[src/rtl/mem_arbiter_rr.sv]
// N-port cacheline memory arbiter.
// Multiplexes NUM_PORTS cache-side line requests onto one downstream line port.
// Supports round-robin arbitration or fixed priority with starvation promotion.
// The grant is registered, and the downstream signals are combinational from it.
module mem_arbiter_rr #(
  parameter int NUM_PORTS    = 2,
  parameter int LINE_W       = 256,
  parameter int ADDR_W       = 32,
  parameter int PRIO_MODE    = 0,
  parameter int STARVE_LIMIT = 4
) (
  input  logic                           clk,
  input  logic                           reset_n,
  input  logic [NUM_PORTS-1:0]           req_read,
  input  logic [NUM_PORTS-1:0]           req_write,
  input  logic [NUM_PORTS*ADDR_W-1:0]    req_address,
  input  logic [NUM_PORTS*LINE_W-1:0]    req_wdata,
  output logic [LINE_W-1:0]              req_rdata,
  output logic [NUM_PORTS-1:0]           req_resp,
  output logic                           mem_read,
  output logic                           mem_write,
  output logic [ADDR_W-1:0]              mem_address,
  output logic [LINE_W-1:0]              mem_wdata,
  input  logic [LINE_W-1:0]              mem_rdata,
  input  logic                           mem_resp,
  output logic [$clog2(NUM_PORTS)-1:0]   grant_id,
  output logic                           busy
);

  localparam int ID_W  = $clog2(NUM_PORTS);
  localparam int CNT_W = $clog2(STARVE_LIMIT + 1);

  typedef enum logic {ST_IDLE, ST_BUSY} state_t;

  state_t               state;
  logic [ID_W-1:0]      ptr;
  logic [CNT_W-1:0]     starve_cnt [NUM_PORTS];
  logic [NUM_PORTS-1:0] active;
  logic                 any_active;
  logic [ID_W-1:0]      winner;

  assign active     = req_read | req_write;
  assign any_active = |active;
  assign busy       = (state == ST_BUSY);

  // Round-robin pointer advance: the port after k, wrapping at NUM_PORTS.
  function automatic logic [ID_W-1:0] next_ptr(input logic [ID_W-1:0] k);
    if (int'(k) == NUM_PORTS - 1) return '0;
    else                          return k + ID_W'(1);
  endfunction

  // Select the winning port for the next IDLE arbitration.
  always_comb begin
    logic            found;
    logic [ID_W-1:0] idx;
    int              j;
    winner = '0;
    found  = 1'b0;
    idx    = '0;
    j      = 0;
    if (PRIO_MODE == 0) begin
      for (int i = 0; i < NUM_PORTS; i++) begin
        j = int'(ptr) + i;
        if (j >= NUM_PORTS) j = j - NUM_PORTS;
        idx = ID_W'(j);
        if (!found && active[idx]) begin
          found  = 1'b1;
          winner = idx;
        end
      end
    end else begin
      // Starved ports take precedence; lowest index among them wins.
      for (int i = 0; i < NUM_PORTS; i++) begin
        idx = ID_W'(i);
        if (!found && active[idx] && starve_cnt[idx] == CNT_W'(STARVE_LIMIT)) begin
          found  = 1'b1;
          winner = idx;
        end
      end
      for (int i = 0; i < NUM_PORTS; i++) begin
        idx = ID_W'(i);
        if (!found && active[idx]) begin
          found  = 1'b1;
          winner = idx;
        end
      end
    end
  end

  // Route the granted port downstream and return the completion to it.
  always_comb begin
    logic [ID_W-1:0] idx;
    idx         = '0;
    mem_read    = 1'b0;
    mem_write   = 1'b0;
    mem_address = '0;
    mem_wdata   = '0;
    req_resp    = '0;
    req_rdata   = '0;
    if (state == ST_BUSY) begin
      for (int i = 0; i < NUM_PORTS; i++) begin
        idx = ID_W'(i);
        if (grant_id == idx) begin
          // A write wins if both strobes are (illegally) raised together.
          mem_write   = req_write[idx];
          mem_read    = req_read[idx] & ~req_write[idx];
          mem_address = req_address[i*ADDR_W +: ADDR_W];
          mem_wdata   = req_wdata[i*LINE_W +: LINE_W];
        end
      end
      if (mem_resp) begin
        req_resp[grant_id] = 1'b1;
        req_rdata          = mem_rdata;
      end
    end
  end

  // Arbitration FSM: grant in IDLE, release on downstream completion.
  always_ff @(posedge clk or negedge reset_n) begin
    if (!reset_n) begin
      state    <= ST_IDLE;
      grant_id <= '0;
      ptr      <= '0;
      for (int i = 0; i < NUM_PORTS; i++) starve_cnt[i] <= '0;
    end else begin
      case (state)
        ST_IDLE: begin
          if (any_active) begin
            state    <= ST_BUSY;
            grant_id <= winner;
            if (PRIO_MODE == 0) begin
              ptr <= next_ptr(winner);
            end else begin
              for (int i = 0; i < NUM_PORTS; i++) begin
                if (ID_W'(i) == winner)
                  starve_cnt[i] <= '0;
                else if (active[ID_W'(i)] && starve_cnt[i] != CNT_W'(STARVE_LIMIT))
                  starve_cnt[i] <= starve_cnt[i] + CNT_W'(1);
              end
            end
          end
        end
        ST_BUSY: begin
          // The grant returns to 0 so that grant_id reads 0 whenever idle.
          if (mem_resp) begin
            state    <= ST_IDLE;
            grant_id <= '0;
          end
        end
        default: state <= ST_IDLE;
      endcase
    end
  end

  // The granted port must hold its request until the downstream completes.
  a_req_held: assert property (@(posedge clk) disable iff (!reset_n)
    (state == ST_BUSY && !mem_resp) |-> (req_read[grant_id] || req_write[grant_id]));

  // A port may not raise read and write together.
  a_no_rw: assert property (@(posedge clk) disable iff (!reset_n)
    !(|(req_read & req_write)));

endmodule

[config.mk]
export PLATFORM = sky130hd
export DESIGN_NAME = mem_arbiter_rr
export DESIGN_NICKNAME = d
export VERILOG_FILES = /design/src/rtl/mem_arbiter_rr.sv
export SDC_FILE = /design/constraint.sdc
export NUM_CORES = 1
export LEC_CHECK = 0
export CAP_MARGIN = 20
export CORE_AREA = 2 2 546 548
export CTS_CLUSTER_DIAMETER = 200
export DETAILED_ROUTE_END_ITERATION = 16
export DIE_AREA = 0 0 548 550
export GPL_TIMING_DRIVEN = 0
export HOLD_SLACK_MARGIN = 0.1
export MAX_ROUTING_LAYER = met4
export PLACE_DENSITY = 0.33
export SYNTH_ARGS = -nofsm -noshare
export SYNTH_HDL_FRONTEND = slang
export SYNTH_SLANG_ARGS = --single-unit
[constraint.sdc]
create_clock -name clk -period 1.3 [get_ports clk]
set_input_delay 0.26 -clock clk [delete_from_list [all_inputs] [get_ports clk]]
set_output_delay 0.26 -clock clk [all_outputs]
set_load 0.02 [all_outputs]
# [After elaboration in Yosys (flattened, before gate mapping)]
# Cells that the tools add are included.
[word_totals] inputBits=839 latch_bits=0 mem_count=0 mem_bits_ro=0 out_inout_bits=550 wordCells=57 ram_bits=0 register_bits=3
[classes] order_cmp=6 addsub=4 n_bitwise=6 div_mod_pow=0 reduce_logical=6 n_mux=30 n_mul=0 n_shift=0 n_eq_ne=2
[ops] op="256-bit 2-to-1 mux" count=4
[ops] op="32-bit 2-to-1 mux" count=2
[ops] op="1-bit 2-to-1 mux" count=19
[ops] op="1-bit by 2-bit less-than comparator with 1-bit output (second input constant)" count=3
[ops] op="2-bit 2-to-1 mux" count=2
[ops] op="2-bit inequality test (second input constant)" count=2
[ops] op="1-bit case mux with 2 select lines" count=2
[ops] op="2-bit AND reduction" count=2
[ops] op="1-bit NOT" count=3
[ops] op="1-bit by 1-bit adder with 2-bit output (second input constant)" count=1
[ops] op="1-bit AND" count=2
[ops] op="1-bit by 2-bit greater-or-equal comparator with 1-bit output (second input constant)" count=1
[ops] op="2-bit greater-or-equal comparator (second input constant)" count=1
[ops] op="1-bit logical AND" count=2
[ops] op="2-bit bitwise OR" count=1
[ops] op="2-bit OR reduction" count=1
[ops] op="1-bit subtractor (second input constant)" count=2
[ops] op="1-bit adder (second input constant)" count=1
[ops] op="1-bit demux with 1-bit select" count=1
[ops] op="1-bit greater-or-equal comparator (second input constant)" count=1
[ops] op="1-bit logical NOT" count=1

# [Depth between registers and ports, before layout]
# Gate-level depths: netlist of the first run.
[depth] word_depth=10 ltp_mapped=5 ltp_nobuf=2

# [Worst setup path before layout of the first run]
# OpenSTA, ideal clock, no wires.
[synth_timing] path_kind="flip-flop to output port" from="register grant_id" to="output mem_read" t_required_ns=1.040 t_arrival_ns=1.474 stages_incl_launch_ff=5 path_buffers=2 path_slack_ns=-0.434 cell_sequence="dfrtp_1 buf_2 buf_6 or3b_1 a21boi_1"
[synth_via] elab_chain_len=2
[synth_rtl] element="start: declaration" line_no="26" text="output logic [$clog2(NUM_PORTS)-1:0] grant_id,"
[synth_rtl] element="start signal: assignment" line_no="130" text="grant_id <= winner;"
[synth_rtl] element="1-bit 2-to-1 mux" line_no="103" text="if (grant_id == idx) begin"
[synth_rtl] element="1-bit 2-to-1 mux" line_no="100" text="if (state == ST_BUSY) begin"
[synth_rtl] element="end: declaration" line_no="20" text="output logic mem_read,"
# Every way passes these cells.

# [Worst setup path after layout of the first run]
[layout_timing] from="register grant_id" to="output mem_wdata[227]"
[layout_via] elab_chain_len=2
[layout_rtl] element="256-bit 2-to-1 mux" line_no="103"
[layout_rtl] element="256-bit 2-to-1 mux" line_no="100"
[layout_rtl] element="end: declaration" line_no="23" text="output logic [LINE_W-1:0] mem_wdata,"
# Every way passes these cells.

==> flow_summary.toml, run 1 <==
[worst_setup_path]
r2r-start = "grant_id"
critical_path_class = "reg -> out"
path_delay_family = "buffers and inverters"
cp.arrival_ns = 2.11
cpMostUsedCell = "buf_12"
rrSetupSlack_ns = -0.19
cp_num_cells = 8
cp_cell_sequence = "buf_12, buf_12, buf_16, buf_16, mux2i_4, buf_12, nor2b_4, buf_6"
crit_path_max_incr_delay_ns = 0.38
endpoint_kind = "output port"
reg2regPathDepth = 7
crit_start = "grant_id"
rr_endpoint = "grant_id"
required_ns = 1.04
crit_path_top_delay_cell = "dfrtp_2"
crit_end = "mem_wdata[227]"
path_buf_inv = 6
startpoint_type = "register"
cp_max_fo = 8

[final_layout]
fin_area_um2 = 31100
syn2layout_area_growth_pct = 339
utilization_pct = 10.5
stdcell_count = 6546
layout.nets = 3287
drive_above_1_share_pct = 40.9

[power_and_ir_drop]
leakagePower_nw = 11.6
power_mw = 22.1
p_per_area_nw_per_um2 = 709
irDropWorstVdd_mv = 0.355

[timing]
fin_crit_sh_pct = 182
drv_slew = 0
finalSetupTns_ns = -454.33
final-setup-viol-count = 553
clock_skew_ns = 0.000477
post-route-min-period_ns = 2.37
max_slew_margin_pct = 47.3
rsz0062_at_grt = "true"
final_hold_viol_count = 0
worst_slew_pin_slew_ns = 0.793
finalWorstSetupSlack_ns = -1.07
fmax_mhz = 422

[clock_network]
cts_tree = "yes"
htreeDepth = 1
cts_made_buffers = 3
insertion_delay_ns = 0.22
clkSinkCount = 3
path_clk_slew_ns = 0.03
cts_buffer_depth = 2
root_buffer = "clkbuf_16"

[synthesis]
synth_area_per_cell_um2 = 7.27
ys_seq_area_share_pct = 1.06
synthCells = 975
mappedNetlistArea_um2 = 7090
synthFlopType = "dfrtp_1"
synth_top_area_share_pct = 40.8
synth.most_common_cell = "nor2b_1"
syn_nets = 1814
async_reset_ff_share_pct = 100
synth_edf_count = 0
synth_area_leaders = "mux2i_1 41%, nor2b_1 26%, and3_1 23%, clkbuf_1 3.8%, buf_4 3.1%"
synth_common_cells = "290 x nor2b_1, 289 x mux2i_1, 257 x and3_1"
yosys.area.top_type = "mux2i_1"
synth.distinct_cells = 21
yosys_warnings = 0
ys_ff_latch = 3

[route]
ant_nets = 0
drcViolationCount = 0
viasPerCell = 2.36
vias = 15400
drt_first_pass_iters = 4
wl_per_cell_um = 38.0
drtIter0Drc = 946
routed_wl_um = 249000

[floorplan]
fp.dieW_um = 548
initial_utilization_pct = 2.40
die_h_um = 550
core_area_um2 = 296000
num_io_pins = 1389
die_area_um2 = 301000
num_rows = 200

[run_status]
violations = "setup timing"
status = "finished, violations left"

[grt]
track_usage_pct = 16.2
grt-ovfl-total = 0
grt_max_degree = 11
antenna_found_initial = 262
grt_pass1_vias = 15700
grt_pass1_wl_um = 282000

[placed_design]
dpl.hpwl_um = 234000
placed_cell_area_um2 = 27100
port_buffers = 1388
place_congestion = 0.855
place_inst = 6321

[hold_path]
hp-class = "in -> async"

[job]
max_cap_violations = 0
-- final cells by class --
| cell class | count | area [um2] |
|---|---|---|
| Antenna cell | 160 | 400 |
| Buffer | 121 | 1480 |
| Clock buffer | 4 | 78.8 |
| Fill cell | 34100 | 264000 |
| Multi-Input combinational cell | 850 | 9500 |
| Sequential cell | 3 | 77.6 |
| Tap cell | 3939 | 4930 |
| Timing Repair Buffer | 1469 | 14600 |
-- state kept, by name, indices dropped and copies added (netlist names) --
signal,cells
ptr,1
busy,1
grant_id,1
-- where the power goes --
group,total [mW],internal (mW),switching (mW)
registers,0.136,0.113,0.0229
clock network,0.495,0.405,0.0895
logic,21.4,9.77,11.7
total,22.1,10.3,11.8
-- how the worst min path moves through the flow --
stage	start	cells past startpoint	endpoint
final	reset_n	1	busy
after global routing	reset_n	1	busy
after CTS	reset_n	1	ptr
after detailed placement	reset_n	1	ptr
after global placement	reset_n	1	ptr
after floorplan	reset_n	0	busy
-- routing by layer --
metal  part of all wire [%]  GRT usage [%]  vias to the layer above
li1                       -              -                     6612
met1                     38           17.2                     7241
met2                     43           24.4                     1347
met3                     17           12.3                      234
met4                    1.9           1.91                        0
met5                      0              -                        -
-- stage by stage --
step / hold slack, ns / setup WS [ns]
2_1_floorplan: -0.0356 / -0.266
3_3_place_gp: 0.458 / -4.45
3_5_place_dp: 0.455 / -2.25
4_1_cts: 0.220 / -1.12
5_1_grt: 0.221 / -1.11
6_report: 0.219 / -1.07
-- layout by cell type, fill, tap and decap left out, types with 28 or more instances in the layout --
master           count
nor2b_2            242
clkdlybuf4s15_2     69
buf_6              142
mux2i_4            157
and3_1             242
nor2b_4             42
buf_4               64
buf_2               68
dlygate4sd2_1      164
mux2i_1             99
diode_2            160
buf_16              28
buf_12              32
mux2i_2             33
clkbuf_2            49
clkdlybuf4s50_1    889
-- kinds of logic (layout without fill, tap and decap cells) --
kind of cell	Yosys count	in the layout	synth area share, %
buffers and inverters	122	1594	8.45
AO/OA/AOI/OAI	6	6	0.653
flip-flops	3	3	1.06
multiplexers	289	289	40.8
other	0	160	0
AND/OR/NAND/NOR	555	555	49.0
-- timing repair --
action,4_1_cts,5_1_grt
gates resized for setup,1822,643
gates cloned,10,7
setup endpoints to repair,553,552
setup buffers,31,19
hold buffers,0,0
Power figures use the tool's default switching activity.
==> run 2: changes to the inputs <==
--- a/config.mk
+++ b/config.mk
@@ -6,14 +6,17 @@
 export NUM_CORES = 1
 export LEC_CHECK = 0
 export CAP_MARGIN = 20
-export CORE_AREA = 2 2 546 548
+export CELL_PAD_IN_SITES_DETAIL_PLACEMENT = 1
+export CELL_PAD_IN_SITES_GLOBAL_PLACEMENT = 1
+export CORE_AREA = 2 2 545 547
 export CTS_CLUSTER_DIAMETER = 200
 export DETAILED_ROUTE_END_ITERATION = 16
-export DIE_AREA = 0 0 548 550
+export DIE_AREA = 0 0 547 549
 export GPL_TIMING_DRIVEN = 0
 export HOLD_SLACK_MARGIN = 0.1
 export MAX_ROUTING_LAYER = met4
-export PLACE_DENSITY = 0.33
+export PLACE_DENSITY = 0.4
+export SLEW_MARGIN = 15
 export SYNTH_ARGS = -nofsm -noshare
 export SYNTH_HDL_FRONTEND = slang
 export SYNTH_SLANG_ARGS = --single-unit
==> flow_summary.toml, run 2 (synthesis gave the netlist of run 1 again) <==
[final_layout]
layout.nets = 3356
syn2layout_area_growth_pct = 362
final_cell_mix = "912 x clkdlybuf4s50_1, 255 x nor2b_2, 155 x buf_6"
fillers = 34500
final_common_cell = "clkdlybuf4s50_1"
drive_above_1_share_pct = 45.9

[run_status]
violations = "setup timing"
status = "finished, violations left"

[placed_design]
dpl.hpwl_um = 226000
place_congestion = 0.900
port_buffers = 1388

[timing]
post-route-min-period_ns = 2.50
drv_slew = 0
fmax_mhz = 401
fin_crit_sh_pct = 192
max_slew_margin_pct = 53.4
final_hold_viol_count = 0
finalWorstSetupSlack_ns = -1.20
rsz0062_at_grt = "true"
finalSetupTns_ns = -479.84
clock_skew_ns = 0.00281
worst_slew_pin_slew_ns = 0.685
final-setup-viol-count = 553

[worst_setup_path]
required_ns = 1.04
critical_path_class = "reg -> out"
cp_cell_sequence = "buf_12, buf_16, buf_12, buf_16, mux2i_4, nor2b_2, dlygate4sd2_1"
reg2regPathDepth = 8
crit_path_max_incr_delay_ns = 0.51
r2r-start = "grant_id"
rr_endpoint = "grant_id"
endpoint_kind = "output port"
cp_max_fo = 9
path_delay_family = "buffers and inverters"
startpoint_type = "register"
cp.arrival_ns = 2.24
rrSetupSlack_ns = -0.52
path_buf_inv = 5
crit_path_top_delay_cell = "dlygate4sd2_1"

[route]
drcViolationCount = 0
ant_nets = 0
vias = 15400
drt_first_pass_iters = 5
routed_wl_um = 241000
wl_per_cell_um = 36.8
viasPerCell = 2.35
drtIter0Drc = 757

[hold_path]
hp-class = "in -> async"

[clock_network]
path_clk_slew_ns = 0.03
cts_made_buffers = 3
htreeDepth = 1
clkSinkCount = 3
insertion_delay_ns = 0.22
cts_hold_buf = 0
cts_buffer_depth = 2
root_buffer = "clkbuf_16"
cts_tree = "yes"

[floorplan]
num_rows = 200
num_io_pins = 1389
initial_utilization_pct = 2.40
die_h_um = 549
fp.dieW_um = 547
core_area_um2 = 295000
die_area_um2 = 300000

[grt]
antenna_found_initial = 198
grt_pass1_wl_um = 276000
grt_pass1_vias = 15900
grt_max_degree = 14
track_usage_pct = 15.7
grt-ovfl-total = 0

[power_and_ir_drop]
leakagePower_nw = 12.3
p_per_area_nw_per_um2 = 706
power_mw = 23.1
irDropWorstVdd_mv = 0.350

[job]
max_cap_violations = 0
## run 2: cell types whose count changed in the layout (fill, tap and decap cells not counted), moves of 43 or more
cell,previous run,this run
and3_1,242,148
and3_4,11,108
buf_4,64,110
diode_2,160,97
clkdlybuf4s15_2,69,26
buf_12,32,87
## run 2: worst reg2reg max path, delay by kind of cell, from the launching register on
| family | cells | cell delay, ns |
|---|---|---|
| compound gates | 1 | 0.14 |
| simple gates | 1 | 0.09 |
| flops | 1 | 0.41 |
| buf+inv | 6 | 1.02 |
## run 2: metrics by stage
stage | instance area [um2] | worst slack (ns) | hold slack, ns | utilization (%) | std cells
final | 32800 | -1.20 | 0.257 | 11.1 | 6552
after global routing | 32700 | -1.26 | 0.258 | 11.1 | 6537
after CTS | 30800 | -1.30 | 0.259 | 10.5 | 6389
after detailed placement | 27100 | -2.25 | 0.482 | 9.17 | 6314
after global placement | 26800 | -3.72 | 0.460 | 9.10 | 6302
after floorplan | 8010 | -0.266 | -0.0356 | - | 975
## run 2: layer usage
layer | up-vias | share of wire, % | GRT usage [%] | routed length (um)
met2 | 1208 | 43 | 24.0 | 104000
met3 | 210 | 16 | 10.6 | 38000
met5 | - | 0 | - | 0
li1 | 6645 | - | - | -
met1 | 7302 | 39 | 17.4 | 95200
met4 | 0 | 1.6 | 1.27 | 3940
## run 2: timing repair
| action | in CTS | in global routing |
|---|---|---|
| resized for setup | 1731 | 1054 |
| setup endpoints to repair | 553 | 553 |
| cloned | 14 | 3 |
| buffers inserted | 57 | 69 |
## run 2: power by group
| part | switching [mW] | internal, mW | leakage, nW |
|---|---|---|---|
| sequential | 0.0201 | 0.113 | 0.0338 |
| combinational | 11.9 | 10.6 | 12.3 |
| clock | 0.0861 | 0.405 | 0.0388 |
## run 2: how the worst max path moves through the flow
stage               startpoint              end  slack, ns  cells past startpoint
floorplan             grant_id  mem_address[25]      -0.27                      5
global placement          busy   mem_wdata[197]      -3.72                      4
detailed placement    mem_resp   req_rdata[247]      -2.25                      5
CTS                   grant_id     mem_wdata[6]      -1.30                      5
global route          grant_id    mem_wdata[35]      -1.26                      7
finish                grant_id    mem_wdata[36]      -1.20                      7
## run 2: layout make-up
| type | instances | area (um2) | area share, % |
|---|---|---|---|
| Clock buffer | 4 | 78.8 | 0.241 |
| Timing Repair Buffer | 1541 | 16100 | 49.2 |
| Multi-Input combinational cell | 850 | 9820 | 30.0 |
| Antenna cell | 97 | 243 | 0.741 |
| Buffer | 118 | 1510 | 4.61 |
| Tap cell | 3939 | 4930 | 15.0 |
| Sequential cell | 3 | 77.6 | 0.237 |
